### config.mk
export PLATFORM = sky130hd
export DESIGN_NAME = voice_allocator
export DESIGN_NICKNAME = d
export VERILOG_FILES = /design/src/rtl/voice_allocator_pkg.sv /design/src/rtl/voice_allocator_voice_select.sv /design/src/rtl/voice_allocator.sv
export SDC_FILE = /design/constraint.sdc
export NUM_CORES = 1
export LEC_CHECK = 0
export ABC_AREA = 1
export CORE_ASPECT_RATIO = 1.2
export CORE_MARGIN = 3
export CORE_UTILIZATION = 55
export CTS_CLUSTER_SIZE = 30
export DETAILED_ROUTE_END_ITERATION = 16
export PLACE_DENSITY = 0.74
export SLEW_MARGIN = 15
export SYNTH_ARGS = -nofsm -noshare
export SYNTH_HDL_FRONTEND = slang
export SYNTH_SLANG_ARGS = --single-unit
export TNS_END_PERCENT = 10
### constraint.sdc
create_clock -name clk -period 8.6 [get_ports clk]
set_input_delay 1.72 -clock clk [delete_from_list [all_inputs] [get_ports clk]]
set_output_delay 1.72 -clock clk [all_outputs]
set_load 0.02 [all_outputs]
### src/rtl/voice_allocator_pkg.sv
// Shared defaults and the per-voice record for the voice allocator.
package voice_allocator_pkg;

  localparam int DEF_NUM_KEYS   = 8;
  localparam int DEF_NUM_VOICES = 4;
  localparam int DEF_AGE_W      = 4;

  // Record fields are sized for the largest supported configuration
  // (up to 256 keys, AGE_W up to 8); narrower configs leave upper bits zero.
  localparam int KEY_MAX_W = 8;
  localparam int AGE_MAX_W = 8;

  typedef struct packed {
    logic                 gate;
    logic [KEY_MAX_W-1:0] key;
    logic [AGE_MAX_W-1:0] age;
  } voice_t;

  function automatic logic [AGE_MAX_W-1:0] age_sat(input int age_w);
    return AGE_MAX_W'((1 << age_w) - 1);
  endfunction

endpackage

### src/rtl/voice_allocator_voice_select.sv
// Picks the lowest free voice, or the oldest gated voice when none is free.
module voice_select
  import voice_allocator_pkg::*;
#(
  parameter int  NUM_VOICES = DEF_NUM_VOICES,
  localparam int IDX_W      = (NUM_VOICES > 1) ? $clog2(NUM_VOICES) : 1
) (
  input  logic [NUM_VOICES-1:0]                gates,
  input  logic [NUM_VOICES-1:0][AGE_MAX_W-1:0] ages,
  output logic [IDX_W-1:0]                     idx,
  output logic                                 steal
);

  logic                 found;
  logic [IDX_W-1:0]     free_idx;
  logic [IDX_W-1:0]     old_idx;
  logic [AGE_MAX_W-1:0] old_age;

  always_comb begin
    found    = 1'b0;
    free_idx = '0;
    for (int v = 0; v < NUM_VOICES; v++) begin
      if (!gates[v] && !found) begin
        free_idx = IDX_W'(v);
        found    = 1'b1;
      end
    end

    // Strict '>' keeps the lowest index on equal ages.
    old_idx = '0;
    old_age = ages[0];
    for (int v = 1; v < NUM_VOICES; v++) begin
      if (ages[v] > old_age) begin
        old_age = ages[v];
        old_idx = IDX_W'(v);
      end
    end

    steal = ~found;
    idx   = found ? free_idx : old_idx;
  end

endmodule

### src/rtl/voice_allocator.sv
// Key scanner that assigns pressed keys to a shared pool of oscillator voices.
module voice_allocator
  import voice_allocator_pkg::*;
#(
  parameter int  NUM_KEYS   = DEF_NUM_KEYS,
  parameter int  NUM_VOICES = DEF_NUM_VOICES,
  parameter int  AGE_W      = DEF_AGE_W,
  localparam int KEY_W      = $clog2(NUM_KEYS)
) (
  input  logic                        clk,
  input  logic                        rst,
  input  logic                        ena,
  input  logic [NUM_KEYS-1:0]         keys,
  output logic [NUM_VOICES-1:0]       voice_gate,
  output logic [NUM_VOICES*KEY_W-1:0] voice_key,
  output logic [NUM_VOICES-1:0]       voice_start,
  output logic                        steal
);

  localparam int                   IDX_W    = (NUM_VOICES > 1) ? $clog2(NUM_VOICES) : 1;
  localparam logic [AGE_MAX_W-1:0] AGE_SAT  = age_sat(AGE_W);
  localparam logic [KEY_W-1:0]     LAST_KEY = KEY_W'(NUM_KEYS - 1);

  logic [KEY_W-1:0]                     scan_q, scan_d;
  logic [NUM_KEYS-1:0]                  key_state_q, key_state_d;
  voice_t [NUM_VOICES-1:0]              voice_q, voice_d;
  logic [NUM_VOICES-1:0]                start_q, start_d;
  logic                                 steal_q, steal_d;

  logic [NUM_VOICES-1:0]                gates;
  logic [NUM_VOICES-1:0][AGE_MAX_W-1:0] ages;
  logic [IDX_W-1:0]                     sel_idx;
  logic                                 sel_steal;
  logic                                 key_now, key_was;
  logic [KEY_MAX_W-1:0]                 scan_key;

  always_comb begin
    gates     = '0;
    ages      = '0;
    voice_key = '0;
    for (int v = 0; v < NUM_VOICES; v++) begin
      gates[v]                   = voice_q[v].gate;
      ages[v]                    = voice_q[v].age;
      voice_key[v*KEY_W +: KEY_W] = voice_q[v].key[KEY_W-1:0];
    end
  end

  voice_select #(.NUM_VOICES(NUM_VOICES)) u_sel (
    .gates (gates),
    .ages  (ages),
    .idx   (sel_idx),
    .steal (sel_steal)
  );

  always_comb begin
    scan_d      = scan_q;
    key_state_d = key_state_q;
    voice_d     = voice_q;
    start_d     = '0;
    steal_d     = 1'b0;
    key_now     = keys[scan_q];
    key_was     = key_state_q[scan_q];
    scan_key    = KEY_MAX_W'(scan_q);

    if (ena) begin
      scan_d = (scan_q == LAST_KEY) ? '0 : scan_q + KEY_W'(1);
      if (key_now && !key_was) begin
        key_state_d[scan_q] = 1'b1;
        steal_d             = sel_steal;
        for (int v = 0; v < NUM_VOICES; v++) begin
          if (v == int'(sel_idx)) begin
            voice_d[v].gate = 1'b1;
            voice_d[v].key  = scan_key;
            voice_d[v].age  = '0;
            start_d[v]      = 1'b1;
          end else if (voice_q[v].gate && voice_q[v].age != AGE_SAT) begin
            voice_d[v].age = voice_q[v].age + AGE_MAX_W'(1);
          end
        end
      end else if (!key_now && key_was) begin
        // A key whose voice was stolen matches nothing here: no gate to drop.
        key_state_d[scan_q] = 1'b0;
        for (int v = 0; v < NUM_VOICES; v++) begin
          if (voice_q[v].gate && voice_q[v].key == scan_key) voice_d[v].gate = 1'b0;
        end
      end
    end
  end

  always_ff @(posedge clk) begin
    if (rst) begin
      scan_q      <= '0;
      key_state_q <= '0;
      voice_q     <= '0;
      start_q     <= '0;
      steal_q     <= 1'b0;
    end else begin
      scan_q      <= scan_d;
      key_state_q <= key_state_d;
      voice_q     <= voice_d;
      start_q     <= start_d;
      steal_q     <= steal_d;
    end
  end

  assign voice_gate  = gates;
  assign voice_start = start_q;
  assign steal       = steal_q;

endmodule

==> results.py, run 1 <==
metrics = {
    "route": {
        "drt_iter0_drc": 206,
        "vias": 4158,
        "ant_nets": 0,
        "first_pass_iters": 5,
        "route.detailed.drc": 0,
        "wl_per_cell_um": 14.13,
        "wl_um": 10560,
        "via_per_inst": 5.566,
    },
    "finish": {
        "multi_input_area_mm2": 0.002594,
        "final_cell_mix": "nand2_1 (133), inv_1 (84), nor2_1 (64), dfxtp_1 (64), nand3_1 (60)",
        "syn_to_final_growth_pct": 11.86,
        "final_common_cell": "nand2_1",
        "diodes": 0,
        "drive_above_1_share_pct": 6.393,
        "fin_nets": 695,
        "design_area_mm2": 0.004791,
        "final-seq-area_mm2": 0.001281,
        "fillers": 671,
        "post-route-util_pct": 64.72,
    },
    "run_status": {
        "status": "finished clean",
    },
    "critical_path": {
        "reg2reg_depth": 35,
        "r2r_end": "ages[27]",
        "cp_num_buf_inv": 4,
        "end_kind": "flop",
        "cp.required_ns": 8.85,
        "setup.worst_path.start": "ages[3]",
        "critPathTopFamily": "simple AND/OR/NAND/NOR gates",
        "critPathKind": "reg -> reg",
        "crit_fanout": 19,
        "start_kind": "flop",
        "cp.arrival_ns": 5.32,
        "crit_end": "ages[27]",
        "r2r_start": "ages[3]",
        "crit_path_top_delay_cell": "nand4_1",
        "slowest_delay_ns": 0.42,
        "path_common_cell": "nand2_1",
        "reg2reg_slack_ns": 3.53,
        "worst-path-stages": 35,
    },
    "clock_tree": {
        "clk_pin_slew_worst_paths_ns": 0.07,
        "cts_resized": 0,
        "ctsRootBufferMaster": "clkbuf_8",
        "ctsLongestPathBuffers": 2,
        "insertion_delay_ns": 0.35,
        "cts_hold_buf": 0,
        "post-cts-setup-buffers": 0,
        "cts_tree": "built",
        "cts_htree_levels": 3,
        "cts.sinks": 64,
        "cts_inserted_buffers": 9,
    },
    "sta": {
        "finalHoldViolCount": 0,
        "period_share_pct": 58.93,
        "fmax_ghz": 0.1973,
        "finalSetupViolCount": 0,
        "rsz0062_at_grt": "false",
        "relSlewSlack_pct": 28.17,
        "setup_tns_ns": 0,
        "fin_worst_skew_ns": 0.005947,
        "maxSlewViolCount": 0,
        "period_minus_slack_ns": 5.068,
        "tightestPinTransition_ns": 1.076,
    },
    "global_routing": {
        "grt_pass1_wl_um": 18000,
        "antenna_found_initial": 0,
        "grt_max_degree": 32,
        "track_usage_pct": 25.24,
        "grt_overflow": 0,
        "grt_pass1_vias": 3870,
    },
    "pwr": {
        "max-vdd-ir-drop_v": 0.0001071,
        "power.density_mw_per_mm2": 174.4,
        "leakage_nw": 2.223,
    },
    "floorplanning": {
        "die_area_mm2": 0.008886,
        "coreArea_mm2": 0.007402,
        "die_width_um": 86.56,
        "pin_count": 32,
        "rows": 34,
        "start_util_pct": 57.86,
        "die_y_um": 102.7,
    },
    "synthesis": {
        "synth_cell_type_count": 41,
        "syn_nets": 669,
        "yosysWarnings": 0,
        "ys_ff_latch": 64,
        "ys_seq_area_share_pct": 29.92,
        "avgSynthCellArea_um2": 6.831,
        "synth_area_mm2": 0.004283,
        "synth_cells": 627,
    },
    "worst_hold_path": {
        "holdCritPathClass": "reg -> reg",
    },
    "placement": {
        "place_congestion": 0.9196,
        "hpwl_um": 7797,
        "place_area_mm2": 0.004624,
        "port_buffers": 31,
    },
    "flow_run": {
        "max_cap_violations": 0,
    },
}
[report_power, final]
group	switching [mW]	leakage, nW	internal (mW)	total [mW]
Clock	0.118	0.0947	0.117	0.235
Combinational	0.192	1.61	0.0943	0.286
Sequential	0.0110	0.517	0.304	0.315
Total	0.321	2.22	0.515	0.835
[cells in the mapped netlist, drive strengths merged]
library cell	n	area share [%]
nand2	141	13
inv	84	7.4
nor2	66	5.9
nand3	65	8.5
dfxtp	64	30
a21oi	44	5.4
ha	31	9.1
o21ai	29	3.7
nor3	18	2.4
xor2	17	3.5
nand4	14	2.4
clkbuf	9	0.79
a311oi	7	1.4
buf	7	1.1
or2	7	1.0
o41ai	4	0.82
a21o	3	0.53
clkinv	3	0.26
a221oi	2	0.41
a22oi	2	0.35
nand3b	2	0.35
o22ai	2	0.29
a211oi	1	0.18
a31oi	1	0.15
nor4	1	0.15
o2111ai	1	0.20
o2bb2ai	1	0.20
xnor2	1	0.20
[kinds of logic after synthesis]
group	Yosys count	share of synthesized area (%)
adder cells (fa/ha/maj)	31	9.056
buffers and inverters	103	9.524
XOR/XNOR	18	3.681
AND/OR/NAND/NOR	314	34.21
AO/OA/AOI/OAI	97	13.61
flip-flops	64	29.92
[routing by layer]
layer  wire, µm  share of wire, %  up-vias  global-route usage, %
met1       4847                46     1914                  32.69
met3        431               4.1       18                  3.757
met4        212               2.0        0                  10.67
met2       5063                48       96                  41.93
li1           -                 -     2130                      -
met5          0                 0        -                      0
[cell type report]
type,count,share of cell area [%]
Clock buffer,11,3.160
Clock inverter,4,0.4179
Inverter,87,6.816
Multi-Input combinational cell,460,54.14
Sequential cell,64,26.74
Tap cell,90,2.350
Timing Repair Buffer,31,6.372
[worst min-delay path by stage]
stage / start / end / slack, ns / cells after the start
6_report: ages[8] / ages[8] / 0.50 / 1
5_1_grt: ages[8] / ages[8] / 0.52 / 1
4_1_cts: ages[8] / ages[8] / 0.50 / 1
3_5_place_dp: ages[8] / ages[8] / 0.48 / 1
3_3_place_gp: ages[24] / ages[24] / 0.48 / 1
2_1_floorplan: ages[8] / ages[8] / 0.45 / 1
[stage by stage]
step                power (mW)  setup slack, ns  hold slack (ns)  instances
floorplan               0.5398            4.338           0.4501        627
global placement        0.5940            3.766           0.4769        732
global route            0.8967            2.997           0.5220        747
finish                  0.8353            3.532           0.5032        747
detailed placement      0.6007            3.655           0.4841        732
CTS                     0.8366            3.597           0.4993        747
(Power assumes the default switching activity.)
==> inputs of run 2 (changes only) <==
Settings changed: CORE_UTILIZATION 55 to 54, PLACE_DENSITY 0.74 to 0.75.
Clock period 8.6 ns to 4.2 ns, I/O delays scaled along.
==> run 2 against run 1 <==
Compared with the run above: the run now ends with negative setup slack left; register-to-register slack lost 3.7 ns; clock skew is 0.0073 ns higher; global-route usage up 0.92 points; count of clock-buffer cells in the layout stayed put; clock power increased to 2.6 times the previous value; maximum frequency rose by 17%; combinational power grew to 3.2 times the previous value; largest cell class unchanged; via count is 10% higher; wire length up 18%.
==> results.py, run 2 (synthesis results as in run 1) <==
metrics = {
    "placement": {
        "place_area_mm2": 0.004990,
        "place_inst": 779,
        "place_congestion": 0.9199,
        "port_buffers": 31,
        "hpwl_um": 8394,
    },
    "clock_tree": {
        "ctsRootBufferMaster": "clkbuf_8",
        "cts_inserted_buffers": 9,
        "cts_htree_levels": 3,
        "clk_pin_slew_worst_paths_ns": 0.08,
        "ctsLongestPathBuffers": 2,
        "cts.sinks": 64,
        "insertion_delay_ns": 0.35,
        "cts_tree": "built",
    },
    "pwr": {
        "swShare_pct": 37.62,
        "combinationalPowerShare_pct": 42.6,
        "seqPwrFrac_pct": 29.3,
        "switching_power_mw": 0.8160,
        "max-vdd-ir-drop_v": 0.0002473,
        "leakage_nw": 2.574,
        "power.density_mw_per_mm2": 385.1,
        "power.internal_mw": 1.353,
        "p_clk_share_pct": 28.1,
    },
    "global_routing": {
        "track_usage_pct": 26.16,
        "grt_overflow": 0,
        "grt_max_degree": 30,
        "grt_pass1_wl_um": 19390,
        "grt_pass1_vias": 4306,
        "antenna_found_initial": 0,
    },
    "finish": {
        "design_area_mm2": 0.005633,
        "fin_nets": 752,
        "fin_cells": 805,
        "fillers": 539,
        "final_cell_mix": "nand2_1 (117), inv_1 (75), nor2_1 (59)",
        "final_common_cell": "nand2_1",
        "syn_to_final_growth_pct": 31.52,
        "drive_above_1_share_pct": 24.06,
        "diodes": 0,
    },
    "sta": {
        "fin_worst_skew_ns": 0.01324,
        "maxSlewViolCount": 0,
        "period_minus_slack_ns": 4.344,
        "relSlewSlack_pct": 65.49,
        "tightestPinTransition_ns": 0.5110,
        "setup_slack_ns": -0.1444,
        "period_share_pct": 103.4,
        "finalSetupViolCount": 46,
        "fmax_ghz": 0.2302,
        "rsz0062_at_grt": "true",
        "finalHoldViolCount": 0,
        "hold_ws_ns": 0.4550,
    },
    "critical_path": {
        "critPathKind": "reg -> reg",
        "end_kind": "flop",
        "cp.arrival_ns": 4.58,
        "critPathTopFamily": "simple AND/OR/NAND/NOR gates",
        "slowest_delay_ns": 0.34,
        "cp.required_ns": 4.44,
        "cp_num_buf_inv": 7,
        "reg2reg_depth": 33,
        "start_kind": "flop",
        "crit_path_top_delay_cell": "dfxtp_2",
        "r2r_start": "ages[1]",
        "r2r_end": "ages[5]",
        "reg2reg_slack_ns": -0.14,
        "crit_fanout": 9,
    },
    "run_status": {
        "status": "complete, but fails checks",
        "violations": "negative setup slack",
    },
    "worst_hold_path": {
        "min_to": "ages[8]",
        "holdCritPathClass": "reg -> reg",
        "whs_path_depth": 1,
        "hp-start": "ages[8]",
    },
    "route": {
        "drt_iter0_drc": 302,
        "ant_nets": 0,
        "first_pass_iters": 5,
        "vias": 4574,
        "wl_um": 12420,
        "route.detailed.drc": 0,
        "via_per_inst": 5.682,
        "wl_per_cell_um": 15.43,
    },
    "floorplanning": {
        "die_area_mm2": 0.009040,
        "coreArea_mm2": 0.007487,
        "pin_count": 32,
        "die_y_um": 103.6,
        "start_util_pct": 57.20,
        "die_width_um": 87.30,
        "rows": 34,
    },
    "flow_run": {
        "max_cap_violations": 0,
    },
}
==> run 2: changes by cell type in the layout (fill, tap and decap cells not counted), moves of 11 or more <==
cell / previous run / this run
o21ai_0: 28 / 14
a21oi_1: 43 / 32
nand2_2: 4 / 16
a21oi_2: 0 / 11
buf_4: 0 / 47
nand2_1: 133 / 117
==> run 2: worst reg2reg max path, delay by kind of cell, from the launching register on <==
| family | cells | cell delay (ns) |
|---|---|---|
| fa+ha+maj | 3 | 0.87 |
| simple gates | 20 | 1.84 |
| flops | 1 | 0.34 |
| compound gates | 3 | 0.50 |
| buf+inv | 7 | 0.70 |
==> run 2: layout make-up <==
class	instances	area, µm²	area share, %
Clock buffer	11	141.4	2.510
Sequential cell	64	1296	23.01
Inverter	87	326.6	5.797
Clock inverter	5	80.08	1.422
Tap cell	90	112.6	1.999
Timing Repair Buffer	87	773.2	13.73
Multi-Input combinational cell	461	2903	51.53
==> run 2: power groups by stage <==
stage / sequential, mW / combinational (mW) / clock (mW)
after detailed placement: 0.648 / 0.694 / 0
final: 0.635 / 0.924 / 0.610
after floorplan: 0.651 / 0.456 / 0
after global placement: 0.647 / 0.676 / 0
after global routing: 0.637 / 0.994 / 0.643
after CTS: 0.634 / 0.760 / 0.615
==> run 2: how the worst max path moves through the flow <==
stage	cells past startpoint	slack [ns]	to	startpoint
after floorplan	32	0.02	voice_key[11]	ages[3]
after detailed placement	31	-0.34	ages[28]	ages[7]
after global placement	32	-0.11	voice_key[1]	ages[7]
after global routing	37	-0.40	ages[0]	ages[1]
final	33	-0.14	ages[5]	ages[1]
after CTS	38	-0.006	ages[5]	ages[4]
==> run 2: what timing repair did <==
action | in CTS | in global routing
setup buffers | 2 | 5
endpoints found under the setup margin | 52 | 52
resized for setup | 25 | 83
pin swaps | 12 | 39
gates cloned | 2 | 1
hold buffers | 0 | 0
==> run 2: routing by layer <==
layer | part of all wire, % | track usage (%) | up-vias
li1 | - | - | 2249
met1 | 42 | 33.66 | 2127
met2 | 49 | 42.46 | 158
met3 | 5.1 | 4.686 | 40
met4 | 3.4 | 10.64 | 0
met5 | 0 | 0 | -
==> run 2: stage by stage <==
step           total power, mW  worst slack [ns]  utilization (%)  TNS (ns)
2_1_floorplan            1.106           0.01811                -         0
3_3_place_gp             1.324           -0.1091            66.64    -2.566
3_5_place_dp             1.342           -0.3443            66.64    -13.32
4_1_cts                  2.009         -0.006247            70.77  -0.01348
5_1_grt                  2.275           -0.3965            75.23    -16.04
6_report                 2.169           -0.1444            75.23    -3.647
==> inputs of run 3 (changes only) <==
Settings changed: GPL_TIMING_DRIVEN from default to 0, HOLD_SLACK_MARGIN from default to 0.15, REMOVE_ABC_BUFFERS from default to 1.
==> run 3 against run 2 <==
Compared with the run above: the run still ends with negative setup slack left; wire length rose by 7.0%; core utilization rose by 2.3 points; worst hold slack better by 0.041 ns; first-iteration DRC count down 12%; clock power is essentially flat; sequential share of layout area shrank 0.65 points; sequential power grew 2%; clock skew is 0.0041 ns lower.
==> results.py, run 3 (synthesis results as in run 1) <==
metrics = {
    "critical_path": {
        "cp.required_ns": 4.51,
        "critPathTopFamily": "simple AND/OR/NAND/NOR gates",
        "critPathKind": "reg -> reg",
        "cp_num_buf_inv": 8,
        "start_kind": "flop",
        "slowest_delay_ns": 0.34,
        "crit_path_top_delay_cell": "dfxtp_2",
        "crit_fanout": 7,
        "end_kind": "flop",
        "cp.arrival_ns": 4.66,
    },
    "clock_tree": {
        "cts.sinks": 64,
        "ctsLongestPathBuffers": 2,
        "clk_pin_slew_worst_paths_ns": 0.08,
        "insertion_delay_ns": 0.36,
        "cts_inserted_buffers": 9,
        "cts_htree_levels": 3,
        "ctsRootBufferMaster": "clkbuf_8",
        "cts_tree": "built",
    },
    "finish": {
        "post-route-util_pct": 77.56,
        "final_common_cell": "nand2_1",
        "drive_above_1_share_pct": 26.95,
        "fillers": 544,
        "fin_cells": 795,
        "diodes": 0,
        "final_cell_mix": "nand2_1 (101), inv_1 (75), nor2_1 (57)",
        "fin_nets": 743,
        "syn_to_final_growth_pct": 35.58,
    },
    "pwr": {
        "power.total_mw": 2.531,
        "power.density_mw_per_mm2": 435.9,
        "max-vdd-ir-drop_v": 0.0004465,
        "leakage_nw": 2.608,
    },
    "route": {
        "first_pass_iters": 7,
        "via_per_inst": 5.874,
        "wl_um": 13300,
        "ant_nets": 0,
        "drt_iter0_drc": 267,
        "vias": 4670,
        "route.detailed.drc": 0,
        "wl_per_cell_um": 16.73,
    },
    "placement": {
        "place_congestion": 0.8757,
        "hpwl_um": 7684,
        "preCtsSetupSlack_ns": -0.7961,
        "port_buffers": 31,
        "place_inst": 732,
    },
    "global_routing": {
        "grt_overflow": 0,
        "grt_pass1_wl_um": 20560,
        "grt_pass1_vias": 4479,
        "track_usage_pct": 28.02,
        "grt_max_degree": 32,
        "antenna_found_initial": 0,
    },
    "sta": {
        "fin_worst_skew_ns": 0.009180,
        "period_minus_slack_ns": 4.355,
        "finalHoldViolCount": 0,
        "setup_slack_ns": -0.1552,
        "rsz0062_at_grt": "true",
        "relSlewSlack_pct": 22.98,
        "maxSlewViolCount": 0,
        "period_share_pct": 103.7,
        "finalSetupViolCount": 43,
        "tightestPinTransition_ns": 1.154,
        "fmax_ghz": 0.2296,
    },
    "floorplanning": {
        "die_y_um": 103.6,
        "die_area_mm2": 0.009040,
        "pin_count": 32,
        "start_util_pct": 57.20,
        "rows": 34,
        "die_width_um": 87.30,
        "coreArea_mm2": 0.007487,
    },
    "run_status": {
        "status": "complete, but fails checks",
        "violations": "negative setup slack",
    },
    "flow_run": {
        "max_cap_violations": 0,
    },
    "worst_hold_path": {
        "holdCritPathClass": "reg -> reg",
    },
}
[run 3: cell types whose count changed in the layout (fill, tap and decap cells not counted), moves of 5 or more]
cell,change
nand2_1,-16
nand2_2,+8
buf_4,-16
nand2_4,+8
dfxtp_2,+5
a21oi_2,-5
[run 3: final timing paths]
check / start / endpoint / slack (ns) / cells after the start
worst max-delay path: ages[6] / ages[28] / -0.16 / 35
worst min-delay path: ages[24] / ages[24] / 0.50 / 1
worst max register to register: ages[6] / ages[28] / -0.16 / 35
worst min register to register: ages[24] / ages[24] / 0.50 / 1
[run 3: cell type report]
cell class | count | area, µm² | share of cell area (%)
multi-input combinational | 465 | 3154 | 54.32
sequential | 64 | 1299 | 22.37
timing repair buffer | 74 | 689.4 | 11.87
inverter | 87 | 331.6 | 5.710
clock buffer | 12 | 155.1 | 2.672
tap | 90 | 112.6 | 1.939
clock inverter | 3 | 65.06 | 1.120
[run 3: power breakdown]
| part | internal, mW | total [mW] | switching, mW |
|---|---|---|---|
| combinational | 0.534 | 1.27 | 0.740 |
| clock | 0.363 | 0.612 | 0.250 |
| sequential | 0.623 | 0.645 | 0.0222 |
[run 3: through the flow]
step                setup TNS, ns  cell area, µm²  hold slack (ns)
floorplan                       0            4202           0.4501
global placement           -16.38            4624           0.4689
detailed placement         -25.19            4624           0.4876
CTS                       -0.3424            5425           0.4980
global route               -15.23            5807           0.5296
finish                     -3.785            5807           0.4963
[run 3: layer usage]
layer	track usage, %	share of wire [%]	vias up
met2	47.47	50	232
li1	-	-	2239
met4	12.17	4.2	0
met5	0	0	-
met1	33.69	39	2151
met3	5.322	7.0	48
[run 3: timing repair]
| item | 4_1_cts | 5_1_grt |
|---|---|---|
| gates cloned | 6 | 0 |
| endpoints found under the setup margin | 52 | 52 |
| resized for setup | 85 | 76 |
| setup buffers | 31 | 12 |
| pin swaps | 33 | 46 |
| hold buffers | 0 | 0 |
